### src/rtl/capture_reg_arbiter_pkg.sv
// ---------------------------------------------------------------------------
// cap_arb_pkg
//
// Purpose:
//   Shared definitions for the capture register arbiter. It holds the FSM
//   state encoding, the width of the requester index (and so of q_owner),
//   and a helper that advances a round-robin pointer with wrap-around.
//
// Contents:
//   OWNER_W     - width of a requester index; covers up to 8 requesters
//   MAX_REQ     - largest requester count an OWNER_W-bit index can address
//   state_t     - IDLE / GRANT / CAPTURE / COOL
//   wrap_inc()  - (idx + 1) mod n for an index already below n
// ---------------------------------------------------------------------------
package cap_arb_pkg;

  localparam int OWNER_W = 3;
  localparam int MAX_REQ = 1 << OWNER_W;

  typedef enum logic [1:0] {
    IDLE    = 2'd0,
    GRANT   = 2'd1,
    CAPTURE = 2'd2,
    COOL    = 2'd3
  } state_t;

  // The index is always below n, so wrapping only needs one compare
  // rather than a general modulo.
  function automatic logic [OWNER_W-1:0] wrap_inc(
    input logic [OWNER_W-1:0] idx,
    input int                 n
  );
    logic [OWNER_W-1:0] result;
    if (int'(idx) >= n - 1) begin
      result = '0;
    end else begin
      result = idx + 1'b1;
    end
    return result;
  endfunction

endpackage : cap_arb_pkg

### src/rtl/capture_reg_arbiter_rr_pick.sv
// ---------------------------------------------------------------------------
// rr_pick
//
// Purpose:
//   Combinational round-robin winner select. The search begins at ptr and
//   walks upward, wrapping from NREQ-1 back to 0. The first set request
//   bit found wins.
//
// Ports:
//   req    in   NREQ      request vector
//   ptr    in   OWNER_W   requester with highest priority this round
//   valid  out  1         at least one request bit is set
//   idx    out  OWNER_W   index of the winning requester (0 when !valid)
// ---------------------------------------------------------------------------
module rr_pick
  import cap_arb_pkg::*;
#(
  parameter int NREQ = 4
) (
  input  logic [NREQ-1:0]    req,
  input  logic [OWNER_W-1:0] ptr,
  output logic               valid,
  output logic [OWNER_W-1:0] idx
);

  // The request vector is zero-extended to the full index range. This lets
  // a 3-bit candidate index it without an out-of-range select.
  logic [MAX_REQ-1:0] req_ext;

  always_comb begin
    req_ext            = '0;
    req_ext[NREQ-1:0]  = req;
  end

  // Candidates are ptr, ptr+1, ... taken modulo NREQ. Because ptr < NREQ
  // and the offset is < NREQ, a single conditional subtract wraps the sum.
  // The found flag keeps the lowest offset, which is the nearest requester
  // at or after ptr.
  always_comb begin
    logic [OWNER_W:0] cand;
    logic             found;
    found = 1'b0;
    idx   = '0;
    cand  = '0;
    for (int k = 0; k < NREQ; k++) begin
      cand = (OWNER_W+1)'(ptr) + (OWNER_W+1)'(k);
      if (cand >= (OWNER_W+1)'(NREQ)) begin
        cand = cand - (OWNER_W+1)'(NREQ);
      end
      if (!found && req_ext[cand[OWNER_W-1:0]]) begin
        found = 1'b1;
        idx   = cand[OWNER_W-1:0];
      end
    end
    valid = found;
  end

endmodule : rr_pick

### src/rtl/capture_reg_arbiter.sv
// ---------------------------------------------------------------------------
// capture_reg_arbiter
//
// Purpose:
//   Arbitrates NREQ requesters for one shared edge-triggered capture
//   register. Each transaction takes four cycles:
//     IDLE -> GRANT -> CAPTURE -> COOL -> IDLE
//   - In IDLE, a round-robin winner is chosen and its grant is registered.
//   - In GRANT, the winner's request is checked again. If it has dropped,
//     the transaction aborts and no data is captured.
//   - In CAPTURE, cap_en is high. The register loads the winner's data on
//     the edge that ends this state.
//   - COOL is a single spacer cycle.
//   The round-robin pointer moves past the winner only when a capture
//   completes.
//
// Ports:
//   clk      in   1            rising-edge clock
//   rst_n    in   1            asynchronous active-low reset
//   req      in   NREQ         level requests, held until granted
//   wdata    in   NREQ*WIDTH   requester i data in [i*WIDTH +: WIDTH]
//   gnt      out  NREQ         registered one-hot grant
//   cap_en   out  1            registered capture enable
//   q        out  WIDTH        shared capture register
//   q_owner  out  3            requester whose data is held in q
//   busy     out  1            high whenever the FSM is not in IDLE
// ---------------------------------------------------------------------------
module capture_reg_arbiter
  import cap_arb_pkg::*;
#(
  parameter int NREQ  = 4,
  parameter int WIDTH = 8
) (
  input  logic                  clk,
  input  logic                  rst_n,
  input  logic [NREQ-1:0]       req,
  input  logic [NREQ*WIDTH-1:0] wdata,
  output logic [NREQ-1:0]       gnt,
  output logic                  cap_en,
  output logic [WIDTH-1:0]      q,
  output logic [OWNER_W-1:0]    q_owner,
  output logic                  busy
);

  state_t               state;
  state_t               state_next;
  logic [OWNER_W-1:0]   win;
  logic [OWNER_W-1:0]   win_next;
  logic [OWNER_W-1:0]   rr_ptr;
  logic [OWNER_W-1:0]   rr_next;
  logic [NREQ-1:0]      gnt_next;
  logic                 cap_en_next;

  logic                 pick_valid;
  logic [OWNER_W-1:0]   pick_idx;

  logic [MAX_REQ-1:0]   req_ext;
  logic [WIDTH-1:0]     wdata_lane [MAX_REQ];

  rr_pick #(
    .NREQ (NREQ)
  ) u_rr_pick (
    .req   (req),
    .ptr   (rr_ptr),
    .valid (pick_valid),
    .idx   (pick_idx)
  );

  // The request and data inputs are widened to the full 3-bit index range.
  // The stored winner index can then select from them directly. Lanes at
  // or above NREQ read as zero; they are never selected.
  always_comb begin
    req_ext           = '0;
    req_ext[NREQ-1:0] = req;
  end

  for (genvar g = 0; g < MAX_REQ; g++) begin : g_lane
    if (g < NREQ) begin : g_used
      assign wdata_lane[g] = wdata[g*WIDTH +: WIDTH];
    end else begin : g_unused
      assign wdata_lane[g] = '0;
    end
  end

  assign busy = (state != IDLE);

  // Next-state logic and the next values of every registered output.
  // - Grant and winner hold their value unless a state changes them.
  // - cap_en defaults low, so it is high for the CAPTURE cycle only.
  // - Only changes to the winner's request matter after IDLE. Other
  //   request bits are not examined until the FSM returns there.
  always_comb begin
    state_next  = state;
    win_next    = win;
    rr_next     = rr_ptr;
    gnt_next    = gnt;
    cap_en_next = 1'b0;

    case (state)
      IDLE: begin
        if (pick_valid) begin
          state_next = GRANT;
          win_next   = pick_idx;
          gnt_next   = NREQ'(1) << pick_idx;
        end
      end

      GRANT: begin
        if (req_ext[win]) begin
          state_next  = CAPTURE;
          cap_en_next = 1'b1;
        end else begin
          // Abort: drop the grant and keep the pointer where it is, so the
          // same priority order applies to the next round.
          state_next = IDLE;
          gnt_next   = '0;
        end
      end

      CAPTURE: begin
        state_next = COOL;
        gnt_next   = '0;
        rr_next    = wrap_inc(win, NREQ);
      end

      COOL: begin
        state_next = IDLE;
      end

      default: begin
        state_next = IDLE;
        gnt_next   = '0;
      end
    endcase
  end

  // State and registered outputs. Reset clears any transaction in flight,
  // including one already in CAPTURE, so nothing is captured and the
  // pointer does not advance.
  always_ff @(posedge clk or negedge rst_n) begin
    if (!rst_n) begin
      state  <= IDLE;
      win    <= '0;
      rr_ptr <= '0;
      gnt    <= '0;
      cap_en <= 1'b0;
    end else begin
      state  <= state_next;
      win    <= win_next;
      rr_ptr <= rr_next;
      gnt    <= gnt_next;
      cap_en <= cap_en_next;
    end
  end

  // The shared capture register. It changes only on an edge where the
  // registered cap_en is high. The data lane is read on that same edge, so
  // changes to wdata earlier in the transaction have no effect.
  always_ff @(posedge clk or negedge rst_n) begin
    if (!rst_n) begin
      q       <= '0;
      q_owner <= '0;
    end else if (cap_en) begin
      q       <= wdata_lane[win];
      q_owner <= win;
    end
  end

endmodule : capture_reg_arbiter

### config.mk
export PLATFORM = sky130hd
export DESIGN_NAME = capture_reg_arbiter
export DESIGN_NICKNAME = d
export VERILOG_FILES = /design/src/rtl/capture_reg_arbiter_pkg.sv /design/src/rtl/capture_reg_arbiter_rr_pick.sv /design/src/rtl/capture_reg_arbiter.sv
export SDC_FILE = /design/constraint.sdc
export NUM_CORES = 1
export LEC_CHECK = 0
export ABC_CLOCK_PERIOD_IN_PS = 2500
export BUFFER_PORTS_ARGS = -buffer_cell sky130_fd_sc_hd__buf_2
export CAP_MARGIN = 10
export CELL_PAD_IN_SITES_DETAIL_PLACEMENT = 1
export CELL_PAD_IN_SITES_GLOBAL_PLACEMENT = 1
export CORE_UTILIZATION = 34
export CTS_CLUSTER_SIZE = 24
export DETAILED_ROUTE_END_ITERATION = 8
export GPL_TIMING_DRIVEN = 0
export PLACE_DENSITY_LB_ADDON = 0.1
export SLEW_MARGIN = 20
export SYNTH_ARGS = -nofsm -noshare
export SYNTH_HDL_FRONTEND = slang
export SYNTH_HIERARCHICAL = 1
export SYNTH_SLANG_ARGS = --single-unit
### constraint.sdc
create_clock -name clk -period 2.5 [get_ports clk]
set_clock_uncertainty 0.1 [all_clocks]
set_input_delay 0.5 -clock clk [delete_from_list [all_inputs] [get_ports clk]]
set_output_delay 0.5 -clock clk [all_outputs]
set_load 0.01 [all_outputs]
==> impl_metrics.json, run 1 <==
{
  "fin_crit_sh_pct": 96.1,
  "grt_pass1_vias": 1622,
  "netlist_top_cells_area": "dfrtp_1, mux4_2, inv_1",
  "slew_headroom_pct": 62.4,
  "dp_hpwl_um": 3360,
  "r2r_start": "rr_ptr[0]",
  "rsz0062_at_grt": "true",
  "synth_seq_area_share_pct": 37.9,
  "detail-route-antenna-nets": 0,
  "required_ns": 2.56,
  "grt_max_degree": 25,
  "critPathLaunchType": "flop",
  "ir_drop_v": 0.000457,
  "cts-root-buf": "clkbuf_8",
  "grt_remaining_overflow": 0,
  "yosysMostFrequentCell": "inv_1",
  "cp_max_fo": 5,
  "r2r_setup_slack_ns": 0.1,
  "core-area_um2": 4410,
  "r2r_end": "gnt[1]",
  "crit_slowest_cell": "dfrtp_2",
  "hold_violations": 0,
  "synthFlopType": "dfrtp_1",
  "final_nets": 262,
  "syn_avg_cell_area_um2": 10.4,
  "finalWirelength_um": 4430,
  "antenna_found_initial": 0,
  "syn_to_final_growth_pct": 31.3,
  "clk_pin_slew_worst_paths_ns": 0.09,
  "synth_edf_count": 0,
  "path_class": "flop to flop",
  "min_period_ns": 2.40,
  "drtIter0Drc": 45,
  "synth_top_cell_by_area": "dfrtp_1",
  "crit_path_end_kind": "flop",
  "synth-async-reset-ratio_pct": 100,
  "rows": 24,
  "firstDrtPassIters": 4,
  "cts_buffers": 3,
  "start_util_pct": 35.9,
  "clock_latency_ns": 0.27,
  "fin_util_pct": 47.1,
  "ys.warnings.count": 6,
  "h-tree-depth": 1,
  "grt_pass1_wl_um": 7490,
  "vias": 1418,
  "slew_viol_final": 0,
  "gp_congestion": 0.775,
  "slowest_delay_ns": 0.43,
  "synthTopCellsByCount": "inv_1, dfrtp_1, o22ai_1",
  "drv_cap": 0,
  "syn_nets": 198,
  "yosysTopAreaCellShare_pct": 37.9,
  "setup_violations": 0,
  "p_per_area_nw_per_um2": 1230,
  "numPortBuffers": 54,
  "synth.cell_area_um2": 1580,
  "grt.total_usage_pct": 19.3,
  "die_w_um": 70.3,
  "drive_above_1_share_pct": 44.9,
  "synthCells": 153,
  "ctsLongestPathBuffers": 2,
  "synth_seq_cells": 24,
  "ios": 55,
  "setup_tns_ns": 0,
  "die_y_um": 70.3,
  "fillers": 516,
  "tightest_slew_ns": 0.564,
  "cts_tree": "built",
  "crit_chain": "buf_6 > inv_4 > ha_4 > mux2i_2 > a31oi_1 > o22ai_1 > nand3b_1 > nand2b_4 > o31ai_4 > or2_4 > a32o_1",
  "wl_per_cell_um": 16.5,
  "p_leak_uw": 0.00102,
  "cts_hold_buf": 0,
  "hold_path_class": "input pin to asynchronous set/reset pin",
  "vias_per_cell": 5.29,
  "status": "finished, final reports clean",
  "reg2reg_depth": 11,
  "clock-sinks": 24,
  "worstPathArrival_ns": 2.46,
  "num_antenna_cells": 0,
  "dieArea_um2": 4940,
  "max_freq_mhz": 416,
  "remaining_drc_errors": 0,
  "ys_types": 37
}
## stage by stage
stage	std cells	instance area [um^2]	power (uW)	hold WS, ns	worst slack [ns]
after floorplan	153	1600	1730	0.104	0.0123
after global placement	259	1940	2060	0.376	-0.232
after detailed placement	259	1940	2130	0.388	-0.264
after CTS	269	2080	2580	0.128	0.00584
after global routing	268	2080	2780	0.149	-0.00461
final	268	2080	2560	0.117	0.0969
## report_power, final
| part | switching, uW | total, uW | leakage, uW | internal, uW |
|---|---|---|---|---|
| logic | 849 | 1630 | 0.000686 | 785 |
| registers | 114 | 661 | 0.000308 | 547 |
| clock network | 126 | 266 | 0.0000288 | 141 |
## repair_timing
action                     4_1_cts  5_1_grt
setup endpoints to repair        8        6
cloned                           0        0
buffers inserted                 6        1
gates resized for setup         10        5
pin swaps                        4        7
## kinds of logic after synthesis
kind of cell	synth area share, %
mux	20.1
compound gates	16.0
other cells	0.237
simple gates	10.6
buf+inv	9.56
fa+ha+maj	5.53
flops	37.9
## worst max-delay path by stage
stage | slack, ns | to | from | depth (start not counted)
2_1_floorplan | 0.01 | gnt[0] | rr_ptr[1] | 11
3_3_place_gp | -0.23 | gnt[3] | rr_ptr[1] | 11
3_5_place_dp | -0.26 | gnt[1] | rr_ptr[1] | 11
4_1_cts | 0.006 | gnt[2] | rr_ptr[0] | 10
5_1_grt | -0.005 | gnt[3] | rr_ptr[0] | 11
6_report | 0.1 | gnt[1] | rr_ptr[0] | 11
## area by class of cell
cell class | count | area (um^2) | share of cell area, %
sequential | 24 | 603 | 29.0
multi-input combinational | 94 | 885 | 42.5
timing repair buffer | 61 | 323 | 15.5
tap | 52 | 65.1 | 3.13
inverter | 27 | 109 | 5.23
buffer | 6 | 40.0 | 1.93
clock buffer | 4 | 55.1 | 2.65
## worst max-delay path, delay by kind of cell, from the launching register on
| family | cells | cell delay, ns |
|---|---|---|
| compound gates | 4 | 0.65 |
| fa+ha+maj | 1 | 0.21 |
| buf+inv | 2 | 0.18 |
| flops | 1 | 0.43 |
| mux | 1 | 0.16 |
| simple gates | 3 | 0.57 |
## layer usage
layer	up-vias	share of wire, %	global-route usage, %
met3	8	4.2	3.46
met5	-	0	0
li1	668	-	-
met4	0	1.3	8.67
met1	703	43	23.2
met2	39	51	33.3
## cells in the final DEF, fill, tap and decap left out, types with 2 or more instances in the layout
cell       n
mux4_2     9
dfrtp_1   22
nand2_1    9
o21ai_0    4
buf_4      9
mux2_2     5
nor2_1     6
nand2b_1   2
o22ai_1   11
clkbuf_8   4
buf_2     56
a31oi_1    2
nor3_1     2
a32o_1     4
dfrtp_2    2
nor2b_1    2
nand3b_1   2
ha_1       6
mux2i_1    5
a21oi_1    3
inv_1     25
## flip-flops by register name, indices dropped and copies added, names as in the netlist, named ones only
register / cells
gnt: 4
cap_en: 1
state: 1
q_owner: 3
q: 8
rr_ptr: 3
win: 3
Note: power is estimated with default switching activity, not from simulation.
==> run 2, diff against run 1 <==
CELL_PAD_IN_SITES_DETAIL_PLACEMENT = not set   (was 1)
CELL_PAD_IN_SITES_GLOBAL_PLACEMENT = not set   (was 1)
CORE_UTILIZATION = 45   (was 34)
GPL_TIMING_DRIVEN = not set   (was 0)
PLACE_DENSITY = 0.76   (was not set)
PLACE_DENSITY_LB_ADDON = not set   (was 0.1)
==> impl_metrics.json, run 2 (synthesis results as in run 1) <==
{
  "setup_violations": 0,
  "vias": 1361,
  "pwr-share-clk_pct": 8.8,
  "wl_per_cell_um": 13.7,
  "ios": 55,
  "clock_latency_ns": 0.31,
  "min_period_ns": 2.33,
  "slew_headroom_pct": 64.4,
  "worst_slack_ns": 0.171,
  "final_common_cell": "buf_2",
  "antenna_found_initial": 0,
  "p_sw_share_pct": 42.3,
  "rsz0062_at_grt": "false",
  "syn_to_final_growth_pct": 23.3,
  "drtIter0Drc": 67,
  "required_ns": 2.62,
  "path_class": "flop to flop",
  "top_register": "q",
  "grt_pass1_wl_um": 5290,
  "power_frac_seq_pct": 30.7,
  "num_antenna_cells": 0,
  "grt.total_usage_pct": 19.2,
  "ctsLongestPathBuffers": 2,
  "p_per_area_nw_per_um2": 1160,
  "postCtsSetupBuffers": 0,
  "die_y_um": 61.3,
  "ir_drop_v": 0.000638,
  "final_nets": 254,
  "cts_buffers": 3,
  "firstDrtPassIters": 4,
  "dieArea_um2": 3760,
  "grt_pass1_vias": 1173,
  "p_leak_uw": 0.000967,
  "tightest_slew_ns": 0.534,
  "clk_pin_slew_worst_paths_ns": 0.12,
  "power.switching_uw": 962,
  "worstPathArrival_ns": 2.45,
  "detail-route-antenna-nets": 0,
  "numPortBuffers": 54,
  "gp_congestion": 0.867,
  "cts_resized": 0,
  "core-area_um2": 3360,
  "cts_tree": "built",
  "slew_viol_final": 0,
  "largest_reg_flops": 8,
  "drive_above_1_share_pct": 39.4,
  "finalWirelength_um": 3490,
  "start_util_pct": 47.1,
  "mostFrequentLayoutCells": "buf_2, inv_1, dfrtp_1, o22ai_1",
  "cts_hold_buf": 0,
  "power.total_uw": 2270,
  "vias_per_cell": 5.36,
  "grt_max_degree": 25,
  "hold_path_class": "input pin to asynchronous set/reset pin",
  "status": "finished, final reports clean",
  "crit_path_end_kind": "flop",
  "setup_tns_ns": 0,
  "critPathLaunchType": "flop",
  "pre_cts_ws_ns": 0.0826,
  "reg2reg_depth": 9,
  "dp_hpwl_um": 2740,
  "cts-root-buf": "clkbuf_4",
  "fin_util_pct": 58.1,
  "fin_crit_sh_pct": 93.2,
  "rows": 21,
  "drv_cap": 0,
  "power_frac_comb_pct": 60.5,
  "grt_remaining_overflow": 0,
  "hold_slack_ns": 0.0470,
  "max_freq_mhz": 429,
  "cp_max_fo": 7,
  "p_int_uw": 1310,
  "remaining_drc_errors": 0,
  "hold_violations": 0,
  "h-tree-depth": 1,
  "clock-sinks": 24,
  "die_w_um": 61.3,
  "top_regs": "q: 8 flops, gnt: 4 flops"
}
## run 2: path summary, 6_finish.rpt
check	from	to	slack, ns
worst max-delay path	rr_ptr[1]	gnt[0]	0.17
worst min-delay path	rst_n	q[7]	0.05
worst max register to register	rr_ptr[1]	gnt[0]	0.17
worst min register to register	gnt[0]	gnt[0]	0.41
max in group asynchronous	rst_n	q[1]	1.90
min in group clk	gnt[0]	gnt[0]	0.41
## run 2: critical path: stages (launching register included)
cell and delay, ns:
dfrtp_1 0.37, inv_1 0.08, ha_4 0.32, mux4_2 0.51
o21ai_2 0.09, nand3b_1 0.11, nand2b_1 0.20, o31ai_2 0.11
nor4_4 0.08, a32o_1 0.26
## run 2: power by group through the flow
stage,combinational [uW],sequential (uW),clock (uW)
finish,1380,697,201
global route,1510,723,225
CTS,1340,697,209
detailed placement,1340,706,0
global placement,1320,702,0
floorplan,1030,697,0
## run 2: per-layer routing
metal	routed length [um]	up-vias	GRT usage [%]
met2	1720	38	32.0
met1	1570	664	25.0
met5	0	-	0
met3	164	6	4.41
met4	29	0	6.03
li1	-	653	-
## run 2: cell type report
class	count	area (um^2)
Fill cell	328	1410
Multi-Input combinational cell	94	850
Sequential cell	24	601
Timing Repair Buffer	59	308
Inverter	27	101
Tap cell	46	57.6
Clock buffer	4	36.3
## run 2: metrics by stage
stage / area, um^2 / cells
final: 1950 / 254
after global routing: 1950 / 254
after CTS: 1940 / 254
after detailed placement: 1900 / 250
after global placement: 1900 / 250
after floorplan: 1600 / 153
